## src/rtl/if_stage.sv

```systemverilog
// Instruction-fetch stage and IF/ID pipeline register.
// Handles multi-cycle fetch, decode stall via skid buffer, and redirects.
module if_stage #(
    parameter logic [31:0] RESET_PC = 32'h0000_0000,
    parameter logic [31:0] NOP_INST = 32'h0000_0000
) (
    input  logic        CLK,
    input  logic        Reset,
    input  logic        Stall,
    input  logic        Branch_Taken,
    input  logic [31:0] Branch_Target,
    input  logic        Jump,
    input  logic [25:0] ID_Target,
    output logic        IM_Req,
    output logic [31:0] IM_Addr,
    input  logic        IM_Rdy,
    input  logic [31:0] IM_Data,
    output logic [31:0] ID_Inst,
    output logic [31:0] ID_PC4,
    output logic        ID_Valid
);

    typedef enum logic [1:0] {
        FETCH = 2'd0,
        KILL  = 2'd1,
        BUF   = 2'd2
    } state_t;

    state_t      state_q;
    logic [31:0] pc_q;
    logic [31:0] pend_pc_q;
    logic [31:0] buf_inst_q;
    logic [31:0] buf_pc4_q;
    logic [31:0] id_inst_q;
    logic [31:0] id_pc4_q;
    logic        id_valid_q;

    logic        redirect;
    logic [31:0] target;
    logic [31:0] pc_plus4;

    // Redirect only acts on a real instruction that decode is accepting.
    always_comb begin
        redirect = id_valid_q & ~Stall & (Jump | Branch_Taken);
        target   = Branch_Target;
        if (Jump) begin
            target = {id_pc4_q[31:28], ID_Target, 2'b00};
        end
        pc_plus4 = pc_q + 32'd4;
    end

    // Fetch control, PC, skid buffer and IF/ID register.
    always_ff @(posedge CLK) begin
        if (Reset) begin
            state_q    <= FETCH;
            pc_q       <= RESET_PC;
            pend_pc_q  <= '0;
            buf_inst_q <= '0;
            buf_pc4_q  <= '0;
            id_inst_q  <= NOP_INST;
            id_pc4_q   <= '0;
            id_valid_q <= 1'b0;
        end else begin
            unique case (state_q)
                FETCH: begin
                    if (redirect && IM_Rdy) begin
                        pc_q       <= target;
                        id_inst_q  <= NOP_INST;
                        id_pc4_q   <= '0;
                        id_valid_q <= 1'b0;
                    end else if (redirect) begin
                        // Address must stay put until the old request retires.
                        pend_pc_q  <= target;
                        id_inst_q  <= NOP_INST;
                        id_pc4_q   <= '0;
                        id_valid_q <= 1'b0;
                        state_q    <= KILL;
                    end else if (IM_Rdy && !Stall) begin
                        id_inst_q  <= IM_Data;
                        id_pc4_q   <= pc_plus4;
                        id_valid_q <= 1'b1;
                        pc_q       <= pc_plus4;
                    end else if (IM_Rdy) begin
                        buf_inst_q <= IM_Data;
                        buf_pc4_q  <= pc_plus4;
                        pc_q       <= pc_plus4;
                        state_q    <= BUF;
                    end else if (!Stall) begin
                        id_inst_q  <= NOP_INST;
                        id_pc4_q   <= '0;
                        id_valid_q <= 1'b0;
                    end
                end
                KILL: begin
                    id_inst_q  <= NOP_INST;
                    id_pc4_q   <= '0;
                    id_valid_q <= 1'b0;
                    if (IM_Rdy) begin
                        pc_q    <= pend_pc_q;
                        state_q <= FETCH;
                    end
                end
                BUF: begin
                    if (!Stall) begin
                        state_q <= FETCH;
                        if (redirect) begin
                            pc_q       <= target;
                            id_inst_q  <= NOP_INST;
                            id_pc4_q   <= '0;
                            id_valid_q <= 1'b0;
                        end else begin
                            id_inst_q  <= buf_inst_q;
                            id_pc4_q   <= buf_pc4_q;
                            id_valid_q <= 1'b1;
                        end
                    end
                end
                default: begin
                    state_q <= FETCH;
                end
            endcase
        end
    end

    assign IM_Req   = (state_q != BUF);
    assign IM_Addr  = pc_q;
    assign ID_Inst  = id_inst_q;
    assign ID_PC4   = id_pc4_q;
    assign ID_Valid = id_valid_q;

endmodule

```

## config.mk

```make
export PLATFORM = sky130hd
export DESIGN_NAME = if_stage
export DESIGN_NICKNAME = d
export VERILOG_FILES = /design/src/rtl/if_stage.sv
export SDC_FILE = /design/constraint.sdc
export NUM_CORES = 1
export LEC_CHECK = 0
export BUFFER_PORTS_ARGS = -buffer_cell sky130_fd_sc_hd__buf_2
export CORE_MARGIN = 8
export CORE_UTILIZATION = 55
export DETAILED_ROUTE_END_ITERATION = 10
export PLACE_DENSITY = 0.89
export SYNTH_ARGS = -nofsm -noshare
export SYNTH_HDL_FRONTEND = slang
export SYNTH_SLANG_ARGS = --single-unit
```

## constraint.sdc

```tcl
create_clock -name CLK -period 3 [get_ports CLK]
set_input_delay 0.6 -clock CLK [delete_from_list [all_inputs] [get_ports CLK]]
set_output_delay 0.6 -clock CLK [all_outputs]
set_load 0.05 [all_outputs]
```

==> reports/results.ini <==
[timing]
finalHoldViolations = 0
tightest_slew_ps = 1170
finalSetupTns_ps = 0
slew_headroom_pct = 22.1
fin_skew_ps = 8.63
whs_ps = 406
fin_crit_ps = 2620
final-setup-viol-count = 0
rsz0062_at_grt = false
fin_crit_sh_pct = 87.4
timing.final.max_slew_violations = 0
timing.fmax_ghz = 0.381
timing.final.ws_setup_ps = 378

[grt]
grtUsageMet1_pct = 33.3
grt_busiest_layer = met2
grt_pass1_vias = 8434
grt_max_degree = 72
met2_usage_pct = 40.7
grt_use_total_pct = 25.6
grt_pass1_wl_um = 43000
grtUsageMet3_pct = 6.70
antenna_found_initial = 0
grt-ovfl-total = 0

[setup_path]
crit_path_start_kind = flop
max_stage_delay_ps = 560
crit_path_end_kind = flop
crit_top_cell = or4_4
worstPathMaxFanout = 12
reg2regPathDepth = 5
r2r-start = IM_Addr[10]
worstPathArrival_ps = 2990
rrSetupSlack_ps = 380
worstPathRequired_ps = 3360
worstSetupPathType = reg2reg
rr_endpoint = IM_Addr[26]
slowest_stage = or4_4
cp_cell_sequence = nand4_1 -> or4_4 -> or4_4 -> or4_4 -> a41oi_2

[yosys]
avgSynthCellArea_sq_um = 8.07
synth_top_family_by_area = simple AND/OR/NAND/NOR gates
yosys-mux-area-fraction_pct = 5.62
synth_enable_flop_cells = 0
synthXorXnorAreaFrac_pct = 2.69
synth_cells = 1128
synth_async_sr_flop_share_pct = 0
synth_fa_ha_area_share_pct = 0.687
ys_seq_area_share_pct = 42.9
synth_compound_area_share_pct = 19.0
ys_ff_latch = 195
synth_nets = 1229
synthSimpleGateAreaFrac_pct = 24.3
yosysWarnings = 0
ys.flop_type = dfxtp_1
ys_types = 55
synthesis.area_sq_um = 9100

[outcome]
outcome = finished, final reports clean

[finish]
instances_no_fill = 1495
layout_commonest_cell = nor2_1
final_area_sq_um = 10800
fin_util_pct = 66.0
final_cell_mix = nor2_1 (202), dfxtp_1 (195), buf_2 (192)
n_antenna_cell = 0
fillers = 1321
drive_above_1_share_pct = 22.4
fin_nets = 1363
synthToLayoutAreaGrowth_pct = 18.9

[worst_hold_path]
min_path_type = in2reg
whs_path_depth = 3
worstHoldStart = IM_Data[16]
min_to = buf_inst_q[16]

[clocking]
cts_resized = 0
clock-root-buffer = clkbuf_16
post_cts.repair.setup_buffers = 0
cts_sinks = 195
insertion_delay_ps = 440
cts_buffers = 17
ctsHtreeMaxLevel = 4
cts_tree = yes
clockBufferDepth = 2
hold_buffers = 0
cts.clk_slew.worst_paths_ps = 80

[route]
postRouteAntennaNets = 0
route.detailed.drc = 0
wirelength_um = 27200
vias = 9001
post_drt_wl_per_cell_um = 18.2
avgViaCountPerCell = 6.02
drt_iter0_drc = 977
first_pass_iters = 6

[pwr]
peakVddDrop_mv = 0.447
power_density_nw_per_um2 = 663
report.power.total_mw = 7.18
leakage_nw = 4.34

[floorplan]
fp.dieH_um = 145
io_pins = 194
die_w_um = 145
num_rows = 47
core_sq_um = 16400
dieArea_sq_um = 20900
start_util_pct = 55.5

[placement]
io_buffers = 193
pre_cts_slack_ps = 407
gp_congestion = 0.989
dp_hpwl_um = 18600
place_area_sq_um = 10200
placed_cells = 1463

[flow_run]
cap_violations = 0

## cell type report
cell class	count	area, sq um	area share [%]
well taps	220	275	2.54
inverters	10	37.5	0.347
clock inverters	15	185	1.71
multi-input cells	820	4800	44.3
flip-flops and latches	195	3900	36.1
repair buffers	218	1200	11.1
clock buffers	17	425	3.93
## kinds of logic (layout without fill, tap and decap cells)
logic type,after synthesis,count (layout)
AND/OR/NAND/NOR,494,494
AO/OA/AOI/OAI,244,244
flip-flops,195,195
buffers and inverters,113,260
multiplexers,49,49
XOR/XNOR,28,28
adder cells (fa/ha/maj),5,5
## per-layer routing
metal,vias up,part of all wire (%)
li1,4308,-
met1,4158,42
met2,494,46
met3,41,10
met4,0,1.4
met5,-,0
## where the power goes
group	internal (mW)	switching, mW	total, mW	leakage (nW)
logic	0.553	1.32	1.87	2.45
clock network	1.20	1.12	2.32	0.296
registers	2.80	0.181	2.98	1.60
total	4.55	2.62	7.18	4.34
## worst max-delay path by stage
stage	from	cells after the start	endpoint	slack, ps
2_1_floorplan	IM_Addr[15]	6	IM_Addr[26]	250
3_3_place_gp	Stall	6	ID_Inst[10]	490
3_5_place_dp	Stall	6	ID_Inst[25]	410
4_1_cts	IM_Addr[10]	5	IM_Addr[26]	430
5_1_grt	IM_Addr[10]	6	ID_PC4[24]	270
6_report	IM_Addr[10]	5	IM_Addr[26]	380
## registers in the layout, indices dropped and copies added, names as in the netlist
register	cells
ID_Inst	32
ID_PC4	32
ID_Valid	1
IM_Addr	32
buf_inst_q	32
buf_pc4_q	32
pend_pc_q	32
state_q	2
## cell usage after synthesis, drive strengths merged, types with 8 or more instances
library cell / number / area (sq um)
nor2: 203 / 762
dfxtp: 195 / 3900
nand2: 108 / 405
nor3: 108 / 541
clkbuf: 84 / 315
a21oi: 64 / 320
a221oi: 62 / 543
a211oi: 43 / 323
mux2i: 32 / 320
o21ai: 30 / 150
buf: 19 / 85.1
mux2: 17 / 191
nand3: 15 / 75.1
xnor2: 14 / 123
xor2: 14 / 123
inv: 9 / 33.8
nor4: 9 / 75.1
nand2b: 8 / 50.1
nand4: 8 / 56.3
nor2b: 8 / 50.1
## critical path, delay by kind of cell (launching register included)
kind            cells  cell delay (ps)
compound gates      1              190
flops               1              490
simple gates        4             1860
No activity file was read; power rests on OpenSTA's default activity.
